File: config.mk
export PLATFORM = sky130hd
export DESIGN_NAME = muldiv_sequencer_flat
export DESIGN_NICKNAME = d
export VERILOG_FILES = /design/src/rtl/muldiv_sequencer_if.sv /design/src/rtl/muldiv_sequencer.sv /design/src/flat_wrapper.sv
export SDC_FILE = /design/constraint.sdc
export NUM_CORES = 1
export LEC_CHECK = 0
export CAP_MARGIN = 20
export CORE_MARGIN = 2
export CORE_UTILIZATION = 45
export CTS_BUF_LIST = sky130_fd_sc_hd__clkbuf_16
export DETAILED_ROUTE_END_ITERATION = 6
export DONT_BUFFER_PORTS = 1
export HOLD_SLACK_MARGIN = 0.12
export PLACE_DENSITY_LB_ADDON = 0.12
export SYNTH_ARGS = -nofsm -noshare
export SYNTH_HDL_FRONTEND = slang
export SYNTH_HIERARCHICAL = 1
export SYNTH_SLANG_ARGS = --single-unit
File: constraint.sdc
create_clock -name clk -period 15 [get_ports clk]
set_clock_uncertainty 0.15 [all_clocks]
set_input_delay 0.75 -clock clk [delete_from_list [all_inputs] [get_ports clk]]
set_output_delay 0.75 -clock clk [all_outputs]
set_load 0.03 [all_outputs]
File: src/rtl/muldiv_sequencer_if.sv
// muldiv_sequencer_if -- handshake and data bundle for muldiv_sequencer.
//   start, op, a, b, flush : requester -> sequencer
//   busy, done, lo, hi, dz : sequencer -> requester
// master: requester side; slave: sequencer side.
interface muldiv_sequencer_if;
  logic        start;
  logic        op;
  logic [31:0] a;
  logic [31:0] b;
  logic        flush;
  logic        busy;
  logic        done;
  logic [31:0] lo;
  logic [31:0] hi;
  logic        dz;

  modport master (
    output start, op, a, b, flush,
    input  busy, done, lo, hi, dz
  );

  modport slave (
    input  start, op, a, b, flush,
    output busy, done, lo, hi, dz
  );
endinterface

File: src/rtl/muldiv_sequencer.sv
// adder_32bits -- 32-bit ripple-carry adder.
//   A, B : operands
//   Cin  : 0 -> S = A + B, 1 -> S = A + ~B + 1 (subtract)
//   S, C : sum and carry out
module adder_32bits (
  input  logic [31:0] A,
  input  logic [31:0] B,
  input  logic        Cin,
  output logic [31:0] S,
  output logic        C
);
  logic [31:0] bx;
  logic [32:0] cy;

  always_comb begin
    bx    = Cin ? ~B : B;
    cy    = '0;
    cy[0] = Cin;
    S     = '0;
    for (int unsigned i = 0; i < 32; i++) begin
      S[i]    = A[i] ^ bx[i] ^ cy[i];
      cy[i+1] = (A[i] & bx[i]) | (cy[i] & (A[i] ^ bx[i]));
    end
    C = cy[32];
  end
endmodule

// muldiv_sequencer -- 32-bit unsigned multiply / divide, one bit per cycle,
// built around a single shared adder_32bits.
//   clk   : rising-edge clock
//   rst_n : synchronous active-low reset
//   bus   : slave side of muldiv_sequencer_if
//           start/op/a/b sampled when accepted in IDLE, flush aborts RUN,
//           busy high in RUN, done one-cycle pulse, lo/hi/dz held results.
module muldiv_sequencer (
  input  logic                  clk,
  input  logic                  rst_n,
  muldiv_sequencer_if.slave     bus
);
  typedef enum logic [1:0] {IDLE, RUN, DONE} state_t;

  state_t      state_q;
  logic [4:0]  cnt_q;
  logic        op_q;
  logic [31:0] opnd_q;   // multiplicand or divisor
  logic [31:0] acc_q;    // product high half or remainder
  logic [31:0] sh_q;     // multiplier/product low half, or dividend/quotient
  logic        busy_q;
  logic        done_q;
  logic [31:0] lo_q;
  logic [31:0] hi_q;
  logic        dz_q;

  logic [31:0] acc_d;
  logic [31:0] sh_d;
  logic [31:0] rem_sh;
  logic [31:0] add_a;
  logic [31:0] add_s;
  logic        add_c;
  logic        qbit;

  adder_32bits u_add (
    .A   (add_a),
    .B   (opnd_q),
    .Cin (op_q),
    .S   (add_s),
    .C   (add_c)
  );

  always_comb begin
    rem_sh = {acc_q[30:0], sh_q[31]};
    add_a  = op_q ? rem_sh : acc_q;
    acc_d  = acc_q;
    sh_d   = sh_q;
    qbit   = 1'b0;
    if (!op_q) begin
      // {carry, acc, multiplier} >> 1; carry is zero when nothing was added
      if (sh_q[0]) begin
        acc_d = {add_c, add_s[31:1]};
        sh_d  = {add_s[0], sh_q[31:1]};
      end else begin
        acc_d = {1'b0, acc_q[31:1]};
        sh_d  = {acc_q[0], sh_q[31:1]};
      end
    end else begin
      // The bit shifted out of rem acts as the 33rd remainder bit, so a set
      // bit means the shifted remainder already exceeds any 32-bit divisor.
      qbit  = add_c | acc_q[31];
      acc_d = qbit ? add_s : rem_sh;
      sh_d  = {sh_q[30:0], qbit};
    end
  end

  always_ff @(posedge clk) begin
    if (!rst_n) begin
      state_q <= IDLE;
      cnt_q   <= '0;
      op_q    <= 1'b0;
      opnd_q  <= '0;
      acc_q   <= '0;
      sh_q    <= '0;
      busy_q  <= 1'b0;
      done_q  <= 1'b0;
      lo_q    <= '0;
      hi_q    <= '0;
      dz_q    <= 1'b0;
    end else begin
      case (state_q)
        IDLE: begin
          done_q <= 1'b0;
          if (bus.start) begin
            op_q    <= bus.op;
            opnd_q  <= bus.b;
            sh_q    <= bus.a;
            acc_q   <= '0;
            cnt_q   <= '0;
            busy_q  <= 1'b1;
            state_q <= RUN;
          end
        end
        RUN: begin
          if (bus.flush) begin
            busy_q  <= 1'b0;
            state_q <= IDLE;
          end else begin
            acc_q <= acc_d;
            sh_q  <= sh_d;
            cnt_q <= cnt_q + 5'd1;
            if (cnt_q == 5'd31) begin
              busy_q  <= 1'b0;
              done_q  <= 1'b1;
              lo_q    <= sh_d;
              hi_q    <= acc_d;
              dz_q    <= op_q & (opnd_q == '0);
              state_q <= DONE;
            end
          end
        end
        DONE: begin
          done_q  <= 1'b0;
          state_q <= IDLE;
        end
        default: begin
          busy_q  <= 1'b0;
          done_q  <= 1'b0;
          state_q <= IDLE;
        end
      endcase
    end
  end

  assign bus.busy = busy_q;
  assign bus.done = done_q;
  assign bus.lo   = lo_q;
  assign bus.hi   = hi_q;
  assign bus.dz   = dz_q;
endmodule

File: src/flat_wrapper.sv
// flat-port wrapper written by rule: the top's interface ports become plain ports
module muldiv_sequencer_flat 
  (clk, rst_n, bus_start, bus_op, bus_a, bus_b, bus_flush, bus_busy, bus_done, bus_lo, bus_hi, bus_dz);
  muldiv_sequencer_if bus_i ();
  input  logic clk;
  input  logic rst_n;
  input wire logic [$bits(bus_i.start)-1:0] bus_start;
  input wire logic [$bits(bus_i.op)-1:0] bus_op;
  input wire logic [$bits(bus_i.a)-1:0] bus_a;
  input wire logic [$bits(bus_i.b)-1:0] bus_b;
  input wire logic [$bits(bus_i.flush)-1:0] bus_flush;
  output wire logic [$bits(bus_i.busy)-1:0] bus_busy;
  output wire logic [$bits(bus_i.done)-1:0] bus_done;
  output wire logic [$bits(bus_i.lo)-1:0] bus_lo;
  output wire logic [$bits(bus_i.hi)-1:0] bus_hi;
  output wire logic [$bits(bus_i.dz)-1:0] bus_dz;
  assign bus_i.start = bus_start;
  assign bus_i.op = bus_op;
  assign bus_i.a = bus_a;
  assign bus_i.b = bus_b;
  assign bus_i.flush = bus_flush;
  assign bus_busy = bus_i.busy;
  assign bus_done = bus_i.done;
  assign bus_lo = bus_i.lo;
  assign bus_hi = bus_i.hi;
  assign bus_dz = bus_i.dz;
  muldiv_sequencer u_core (.clk(clk), .rst_n(rst_n), .bus(bus_i));
endmodule
==> flow_summary.ini <==
[detailed_routing]
ant_nets = 0
vias = 6648
avgViaCountPerCell = 5.34
first_pass_iters = 4
drt_wl_total_um = 21200
drcViolationCount = 0
avgRoutedWirePerCell_um = 17.0
drt_iter0_drc = 303

[worst_setup_path]
cp.arrival_ps = 13930
critical_path.max_stage_delay_ps = 420
worst_ep_required_time_ps = 15130
cp_max_fo = 17
end_kind = flip-flop
crit_path_top_delay_cell = fa_1
path_class = flip-flop to flip-flop
path_common_cell = fa_1
critPathLaunchType = flip-flop

[synthesis]
async_flop_share = 0
synth_top_area_cell = dfxtp_1
synth_edf_count = 0
synth_cell_types = 44
synth_top_area_share = 0.376
synth_ff_type = dfxtp_1
avgSynthCellArea_um2 = 8.94
netlist_area_um2 = 9090
yosys_warnings = 6
ys_ff_latch = 171
synth_area_leaders = dfxtp_1, mux2i_1, fa_1, nand2_1, a21oi_1
synthCells = 1017
synth.net_count = 1119
ys_seq_area_frac = 0.376

[cells_and_area]
fin_nets = 1068
area_growth_pct = 6.37
drive_above_1_share = 0.101
antennaDiodeCount = 0
final_cells = 1244

[pwr]
power_leakage_nw = 3.51
p_per_area_nw_per_um2 = 105
p_total_w = 0.00102
ir_worst_vdd_mv = 0.0709

[timing]
rsz0062_at_grt = false
period_needed_ps = 13790
finalSetupTns_ps = 0
max_freq_mhz = 72.5
finalHoldViolCount = 0
fin_crit_sh = 0.920
worst_pin_slew_ps = 1060
final_max_slew_viol_count = 0
slew_headroom = 0.292
setup_viol = 0

[die]
start_util = 0.463
die_area_um2 = 21400
io-pin-count = 136
row_count = 51
die_h_um = 146
core_area_um2 = 19700
die_w_um = 146

[clock_tree]
h-tree-depth = 4
clock_latency_ps = 430
cts_root_buf = clkbuf_16
cts_tree = built
cts_resized = 0
cts.sinks = 171
cts_setup_buffers = 0
path_clk_slew_ps = 70
numCtsBuffers = 17
hold_buffers = 0
clockBufferDepth = 2

[min_path]
hold_class = primary input to flip-flop

[job]
drv_cap = 0

[grt]
globalRouteOverflowTotal = 0
antenna_found_initial = 0
grt_pass1_vias = 6463
grt.total_usage = 0.201
grt_max_degree = 85
grt_first_pass_wirelength_um = 35000

[placed_design]
place.gp.congestion = 0.817
portBuffers = 0
place_inst = 1211
dpl.hpwl_um = 14600

[run_status]
status = complete, no violations
[layout by cell type, fill, tap and decap left out, drive strengths merged, types with 7 or more instances in the layout]
cell     count
a211oi      55
a21oi      105
a22o        25
buf         12
clkbuf      17
dfxtp      171
fa          31
inv         71
mux2        40
mux2i       66
nand2      164
nand3        7
nor2        49
nor2b       26
o211ai      30
o2bb2ai     32
xnor2       29
[critical path: cells and delay by family (launching register included)]
kind / cells / cell delay (ps)
flip-flops: 1 / 390
buffers and inverters: 5 / 450
adder cells (fa/ha/maj): 31 / 11470
AO/OA/AOI/OAI: 2 / 320
AND/OR/NAND/NOR: 1 / 150
multiplexers: 3 / 680
[routing by layer]
metal | GRT usage | share of wire
met1 | 0.303 | 0.51
met2 | 0.284 | 0.41
met3 | 0.0566 | 0.069
met4 | 0.0495 | 0.011
met5 | 0 | 0
[synth_stat cells, types with 2 or more instances]
library cell	number
fa_1	31
xor2_2	2
clkbuf_1	27
xnor2_1	29
nand2b_1	2
buf_2	38
o21ai_0	5
a211oi_1	55
buf_8	2
nand3_1	7
nor4_1	6
xor2_1	3
mux2i_1	66
inv_1	64
buf_4	7
nor3_1	5
a21oi_1	104
ha_1	2
nor2_1	46
o2bb2ai_1	32
o22ai_1	6
nor2_2	2
nor2b_1	26
buf_6	4
nand2_1	163
mux2_2	40
buf_1	3
a22o_1	25
o211ai_1	30
dfxtp_1	171
[cell families after synthesis]
group / count (synthesis) / share of synthesized area
AOI/OAI and AO/OA: 260 / 0.193
DFF: 171 / 0.376
buffers and inverters: 147 / 0.0764
adders and majority gates: 33 / 0.0710
and+or+nand+nor: 266 / 0.127
muxes: 106 / 0.122
xor gates and xnor gates: 34 / 0.0344
[through the flow]
step | setup WS (ps) | util | area [um^2] | hold WS (ps)
floorplan | 1490 | - | 9090 | 286
global placement | 1500 | 0.461 | 9060 | 296
detailed placement | 1250 | 0.464 | 9110 | 302
CTS | 1210 | 0.491 | 9660 | 284
global route | 582 | 0.492 | 9670 | 289
finish | 1210 | 0.492 | 9670 | 303
[path summary, 6_finish.rpt]
| kind | from | to | slack (ps) | depth (start not counted) |
|---|---|---|---|---|
| setup / recovery | u_core/op_q$_SDFFE_PN0P_ | u_core/bus.hi[26]$_SDFFE_PN0P_ | 1210 | 42 |
| hold reg to reg | u_core/cnt_q[4]$_SDFFE_PN0P_ | u_core/cnt_q[4]$_SDFFE_PN0P_ | 310 | 2 |
| setup reg to reg | u_core/op_q$_SDFFE_PN0P_ | u_core/bus.hi[26]$_SDFFE_PN0P_ | 1210 | 42 |
| hold / removal | bus_b[10] | u_core/opnd_q[10]$_SDFFE_PN0P_ | 300 | 2 |
[layout make-up]
cell class	instances	area, um^2
Clock buffer	17	425
Fill cell	1949	9980
Tap cell	265	332
Sequential cell	171	3430
Timing Repair Buffer	12	138
Multi-Input combinational cell	699	4990
Inverter	65	245
Clock inverter	15	118
[registers in the layout, indices dropped and copies added, names as in the netlist, 2 cells and up]
register	flops
u_core/cnt_q	5
u_core/sh_q	32
u_core/bus.lo	32
u_core/acc_q	32
u_core/bus.hi	32
u_core/opnd_q	32
u_core/state_q	2
[power breakdown]
part,switching (W),internal [W],leakage [nW]
clock network,0.000195,0.000215,0.260
logic,0.0000764,0.0000463,1.86
registers,0.0000173,0.000469,1.39
total,0.000289,0.000730,3.51
(Power assumes the default switching activity.)
